### config.mk
export PLATFORM = sky130hd
export DESIGN_NAME = mux4_rr_arbiter
export DESIGN_NICKNAME = d
export VERILOG_FILES = /design/src/rtl/mux4_rr_arbiter.sv
export SDC_FILE = /design/constraint.sdc
export NUM_CORES = 1
export LEC_CHECK = 0
export ABC_AREA = 1
export ABC_CLOCK_PERIOD_IN_PS = 2800
export BUFFER_PORTS_ARGS = -buffer_cell sky130_fd_sc_hd__buf_2
export CORE_AREA = 2 2 40 49
export CTS_CLUSTER_DIAMETER = 50
export DETAILED_ROUTE_END_ITERATION = 10
export DIE_AREA = 0 0 42 51
export PLACE_DENSITY_LB_ADDON = 0.2
export SYNTH_ARGS = -nofsm -noshare
export SYNTH_HDL_FRONTEND = slang
export SYNTH_SLANG_ARGS = --single-unit
export TNS_END_PERCENT = 50
### constraint.sdc
create_clock -name clk -period 2.8 [get_ports clk]
set_clock_uncertainty 0.05 [all_clocks]
set_input_delay 0.42 -clock clk [delete_from_list [all_inputs] [get_ports clk]]
set_output_delay 0.42 -clock clk [all_outputs]
set_load 0.02 [all_outputs]
### src/rtl/mux4_rr_arbiter.sv
// rtl/mux4_rr_arbiter.sv - locking round-robin arbiter driving a shared mux4 select
// Optional tenure limit enabled by defining MUX4_ARB_TIMEOUT_EN (uses MAX_HOLD).
module mux4_rr_arbiter #(
  parameter int unsigned MAX_HOLD = 16
) (
  input  logic       clk,
  input  logic       rst,
  input  logic [3:0] req,
  output logic [3:0] gnt,
  output logic [1:0] sel,
  output logic       busy
);

  typedef enum logic {IDLE, GRANT} state_t;

  state_t     state, state_n;
  logic [3:0] gnt_n;
  logic [1:0] sel_n;
  logic [1:0] ptr, ptr_n;
  logic [2:0] pick;
  logic       rearb;

  // Returns {found, index}; the lowest offset from start wins because it is assigned last.
  function automatic logic [2:0] rr_pick(input logic [3:0] r, input logic [1:0] start);
    logic [2:0] res;
    logic [1:0] idx;
    res = 3'b000;
    for (int i = 3; i >= 0; i--) begin
      idx = start + 2'(i);
      if (r[idx]) res = {1'b1, idx};
    end
    return res;
  endfunction

`ifdef MUX4_ARB_TIMEOUT_EN
  localparam logic [15:0] HOLD_LAST = 16'(MAX_HOLD - 1);
  logic [15:0] hold_cnt;
  logic        new_grant;

  assign new_grant = (gnt_n != gnt) && (gnt_n != 4'b0000);

  always_ff @(posedge clk or posedge rst) begin
    if (rst) begin
      hold_cnt <= 16'd0;
    end else if (new_grant) begin
      hold_cnt <= 16'd0;
    end else if (state == GRANT && hold_cnt != HOLD_LAST) begin
      hold_cnt <= hold_cnt + 16'd1;
    end
  end
`else
  logic unused_max_hold;
  assign unused_max_hold = |MAX_HOLD;
`endif

  always_ff @(posedge clk or posedge rst) begin
    if (rst) begin
      state <= IDLE;
      gnt   <= 4'b0000;
      sel   <= 2'd0;
      ptr   <= 2'd0;
    end else begin
      state <= state_n;
      gnt   <= gnt_n;
      sel   <= sel_n;
      ptr   <= ptr_n;
    end
  end

  always_comb begin
    state_n = state;
    gnt_n   = gnt;
    sel_n   = sel;
    ptr_n   = ptr;
    pick    = 3'b000;
    rearb   = 1'b0;
    case (state)
      IDLE: begin
        pick = rr_pick(req, ptr);
        if (pick[2]) begin
          state_n = GRANT;
          gnt_n   = 4'b0001 << pick[1:0];
          sel_n   = pick[1:0];
        end
      end
      GRANT: begin
        rearb = !req[sel];
`ifdef MUX4_ARB_TIMEOUT_EN
        if (hold_cnt == HOLD_LAST && (req & ~gnt) != 4'b0000) rearb = 1'b1;
`endif
        // Owner leaves: rotate past it and hand over on the same edge if anyone waits.
        if (rearb) begin
          ptr_n = sel + 2'd1;
          pick  = rr_pick(req & ~gnt, sel + 2'd1);
          if (pick[2]) begin
            gnt_n = 4'b0001 << pick[1:0];
            sel_n = pick[1:0];
          end else begin
            state_n = IDLE;
            gnt_n   = 4'b0000;
          end
        end
      end
      default: state_n = IDLE;
    endcase
  end

  always_comb begin
    busy = (state == GRANT);
  end

endmodule
### After elaboration in Yosys (flattened, before gate mapping)

Cells that the tools add are included.

| storage, ports and cells | value |
|---|---|
| bits in registers | 9 |
| latch bits | 0 |
| memory bits (writable) | 0 |
| ROM bits | 0 |
| input bits | 6 |
| output and inout bits | 7 |
| logic and storage cells | 73 |
| memories kept | 0 |

| operators by class | value |
|---|---|
| $add $sub $neg | 7 |
| multipliers | 0 |
| divide/modulo/power cells | 0 |
| magnitude comparators | 9 |
| eq/ne operators | 3 |
| shift-type cells | 2 |
| multiplexer cells | 41 |
| bitwise operators | 4 |
| reductions and logical operators | 3 |

Operators with widths:

| kind | number |
|---|---|
| $mux W3 | 11 |
| $lt A2 B3 Y1 const B | 9 |
| $bmux W1 S2 | 9 |
| $mux W1 | 12 |
| $mux W4 | 3 |
| $add A2 B2 Y2 const B | 4 |
| $pmux W4 S2 | 1 |
| $shl A1 B2 Y4 const A | 2 |
| $add A2 B1 Y2 const B | 3 |
| $mux W2 | 3 |
| $and A4 B4 Y4 | 1 |
| $ne A2 B1 Y1 const B | 2 |
| $not A4 Y4 | 1 |
| $pmux W2 S2 | 1 |
| $reduce_and A2 Y1 | 2 |
| $reduce_and A3 Y1 | 1 |
| $ne A2 B2 Y1 const B | 1 |
| $not A1 Y1 | 2 |
| $pmux W1 S2 | 1 |

### Depth between registers and ports, before layout

| depth | value |
|---|---|
| word-level depth | 14 |
| depth in mapped cells | 14 |
| depth with buffers taken out | 14 |

### Worst setup path before layout

OpenSTA, ideal clock, no wires.

| timing | value |
|---|---|
| path kind | reg-to-reg |
| from | register sel[0] |
| to | register gnt[1] |
| library setup time | 0.117 ns |
| arrival | 1.457 ns |
| required time | 2.633 ns |
| path slack | 1.176 ns |
| cell stages (with the launch flop) | 11 |
| period minus slack after synthesis | 1.624 ns |
| path through | dfrtp_1 -> buf_6 -> a21oi_1 -> o21ai_0 -> nand2_1 -> nor2_4 -> inv_1 -> nand2_4 -> nand2_1 -> nor2_1 -> nor2_1 |

| between the ends | value |
|---|---|
| longest elaborated chain between the ends | 14 |

Ends and longest elaborated chain:

| item | line | source |
|---|---|---|
| from (decl) | 10 | `output logic [1:0] sel,` |
| from (signal assigned) | 65 | `sel <= sel_n;` |
| $add A2 B1 Y2 | 94 | `pick = rr_pick(req & ~gnt, sel + 2'd1);` |
| $add A2 B2 Y2 | 29 | `idx = start + 2'(i);` |
| $bmux W1 S2 | 30 | `if (r[idx]) res = {1'b1, idx};` |
| $mux W1 (not written as such) | 30 |  |
| $mux W3 (4 in a row) | 30 |  |
| $mux W3 | 92 | `if (rearb) begin` |
| $mux W3 | 77 | `case (state)` |
| $shl A1 B2 Y4 | 96 | `gnt_n = 4'b0001 << pick[1:0];` |
| $mux W4 | 95 | `if (pick[2]) begin` |
| $mux W4 | 92 |  |
| $pmux W4 S2 | 77 |  |
| to (signal assigned) | 64 | `gnt <= gnt_n;` |
| to (decl) | 9 | `output logic [3:0] gnt,` |

Parallel ways exist; a longest one is shown, timed or not. The select of a mux whose other input is x is not followed.
A chain may end at the register's enable or synchronous reset.

### Worst setup path after layout

| timing | value |
|---|---|
| from | register sel[0] |
| to | register gnt[2] |

The elaborated chain is that of the path after synthesis.

==> flow_results.org <==
** CTS
- Root Buffer Master :: clkbuf_4
- Post-CTS timing repair inserted 0 buffers for setup.
- Hold bufs inserted after CTS :: 0
- Post-cts repair resize count :: 0
- At the later pin of the worst-skew pair, clock insertion delay measures 0.26 ns.
- Clock tree from TritonCTS :: done
- The tree built by TritonCTS fans out to 9 sinks.
- CTS Buffer Depth :: 2
- Clock-pin slew was measured on the worst setup and hold paths at 0.06 ns.
- Number of buffers added by the clock tree synthesis step :: 3
- CTS H-Tree Depth :: 1

** Yosys
- The cell area that synthesis handed to floorplanning was 950 sq um.
- Area share of the largest cell type after synthesis :: 26.1%
- The biggest area contributor in the post-synthesis netlist is nand2_1.
- Avg Synthesized Cell Area :: 5.86 sq um
- For this run, asynchronously set or reset flops after synthesis account for 100%.
- By area the synthesized netlist is led by nand2_1 26%, dfrtp_1 24%, nand3_1 7.9%.
- Number of distinct library cells after synthesis :: 18
- Most used standard cell by instance count after synthesis :: nand2_1
- After synthesis, flip-flops and latches occupy 23.7% of the total area.
- During synthesis, Yosys emitted a total of 0 warnings.
- Counting instances in the post-synthesis netlist gives the leading cell types as 66 x nand2_1, 19 x inv_1, 15 x nand3_1, 15 x nor2_1.
- Number of synthesized flops with an enable pin :: 0
- After synthesis the netlist holds a flip-flop and latch count of 9.
- Leading register cell type out of synthesis :: dfrtp_1
- Counting every net in the synthesized netlist gives 168.
- The cell count after synthesis came out at 162.

** Route
- After detailed routing, the number of remaining DRC violations is 0.
- The detailed router finished its first iteration with 20 violations.
- Average routed wire per standard cell :: 11.6 um
- For this run, the detailed router's first-pass iteration total came to 4.
- In the routed layout, each cell is associated on average with a via count of 5.32.
- Routed Antenna Nets :: 0
- Routed WL :: 2280 um
- The detailed router placed 1043 vias in this run.

** STA
- # setup viols final :: 0
- For the pin with the worst max-slew slack, the measured transition is 0.515 ns.
- In the post-route analysis, the smallest setup slack over all paths is 0.857 ns.
- Fin. max-slew vios :: 0
- Setup TNS after final layout :: 0 ns
- After layout, the worst path uses 69.4% of the clock period.
- Derived from the worst setup path, the maximum achievable clock frequency is 515 MHz.
- Subtracting the final worst setup slack from the clock period gives 1.94 ns.
- Worst hold margin :: 0.0634 ns
- The number of hold-slack violations in the final timing report is 0.
- Unrepaired setup endpoints after global routing :: no
- Relative slew slack :: 65.7%

** Cells and area
- Number of nets in the layout :: 184
- Fillcell total :: 187
- Area Growth Syn to Fin :: 10.4%
- Of the cells placed in the final design, the portion with a size suffix greater than 1 is 19.8%.
- The repair_antennas step left the layout with diodes totalling 0.
- At the end of the flow the core is filled with cells to 60.9%.

** GRT
- Entering global routing, the biggest net connects 15 pins.
- Aggregate global-route resource usage :: 23.6%
- Via count of the first global-routing pass :: 944
- Leftover overflow at the end of global routing :: 0
- Number of antenna violations at the first check in global routing :: 0
- Wire length of the first global-routing pass :: 3950 um

** Floorplan
- Starting density of the core :: 55.1%
- Die X :: 42 um
- For this design the top-level I/O count stands at 13.
- The die covers 0.00214 sq mm.
- Die span in y :: 51 um
- In this run the standard cell core region covers 0.00172 sq mm.
- # rows :: 17

** Setup path
- Nature of the critical path startpoint :: flop
- Data on the critical path arrives at its endpoint at 2.04 ns.
- STA classifies the critical path endpoint as a flop.
- Critical path data required time :: 2.90 ns
- Worst-path fanout max :: 14
- Worst reg2reg setup slack :: 0.86 ns
- The setup path with the least slack is of type reg -> reg.

** Place
- At the end of routability-driven placement, the weighted congestion stood at 0.835.
- At the placement stage, the worst setup path has a slack of 0.909 ns.
- Once detailed placement completed, the half-perimeter wirelength came to 1840 um.
- Input/output buffers :: 12

** Hold path
- In this run the worst hold path is classified as in -> async.

** Run
- Total of max-cap violations :: 0

** Run status
- Result of the run :: complete, no violations
path summary, 6_finish.rpt:
kind | from | endpoint | cells after the start
max | sel[0]$_DFFE_PP0P_ | gnt[2]$_DFFE_PP0P_ | 13
min | rst | sel[0]$_DFFE_PP0P_ | 2
max reg2reg | sel[0]$_DFFE_PP0P_ | gnt[2]$_DFFE_PP0P_ | 13
min reg2reg | gnt[2]$_DFFE_PP0P_ | gnt[2]$_DFFE_PP0P_ | 2
max in group asynchronous | rst | ptr[0]$_DFFE_PP0P_ | 2
min in group clk | gnt[2]$_DFFE_PP0P_ | gnt[2]$_DFFE_PP0P_ | 2
final cells by class:
cell class	count	area, sq um	share of cell area [%]
multi-input cells	129	627	59.8
flip-flops and latches	9	225	21.5
inverters	23	86.3	8.23
repair buffers	12	60.1	5.73
clock buffers	4	26.3	2.51
well taps	19	23.8	2.27
kinds of logic (layout without fill, tap and decap cells):
family          count (synthesis)  after routing  share of synthesized area [%]
buf+inv                        24             39                           10.3
simple gates                  111            111                           53.6
xor+xnor                        2              2                           2.64
compound gates                 16             16                           9.75
flops                           9              9                           23.7
through the flow:
step | cells | instance area (sq um)
final | 196 | 1050
after global routing | 196 | 1050
after CTS | 196 | 1050
after detailed placement | 192 | 1020
after global placement | 192 | 1020
after floorplan | 162 | 950
layer usage:
metal | GRT usage (%) | share of wire, % | up-vias
li1 | - | - | 537
met1 | 28.8 | 44 | 478
met2 | 41.4 | 50 | 21
met3 | 2.12 | 3.6 | 7
met4 | 11.3 | 2.2 | 0
met5 | 0 | 0 | -
cells in the final DEF, fill, tap and decap left out, types with 3 or more instances in the layout:
master	instances
a21oi_1	5
buf_2	12
clkbuf_4	3
dfrtp_1	9
inv_1	19
inv_2	4
nand2_1	66
nand2_2	5
nand3_1	15
nand3_2	7
nor2_1	15
o21ai_0	9
registers in the layout, summed over array words and instances, names as in the netlist:
signal,cells
ptr,2
busy,1
sel,2
gnt,4
critical path, stage by stage, from the launching register on:
cell and delay, ns:
dfrtp_1 0.66, inv_2 0.16, nand3_2 0.12, nand2_1 0.07
nand2_1 0.10, o21ai_0 0.11, inv_2 0.08, nand2_1 0.06
nand2_2 0.07, nand2_1 0.09, nand2_1 0.09, nand2_1 0.05
nand2_1 0.05, nand2_1 0.05
Power is left out: the tool's default activity adds up to more than one toggle a clock period on the data nets, which glitch-free logic cannot reach.
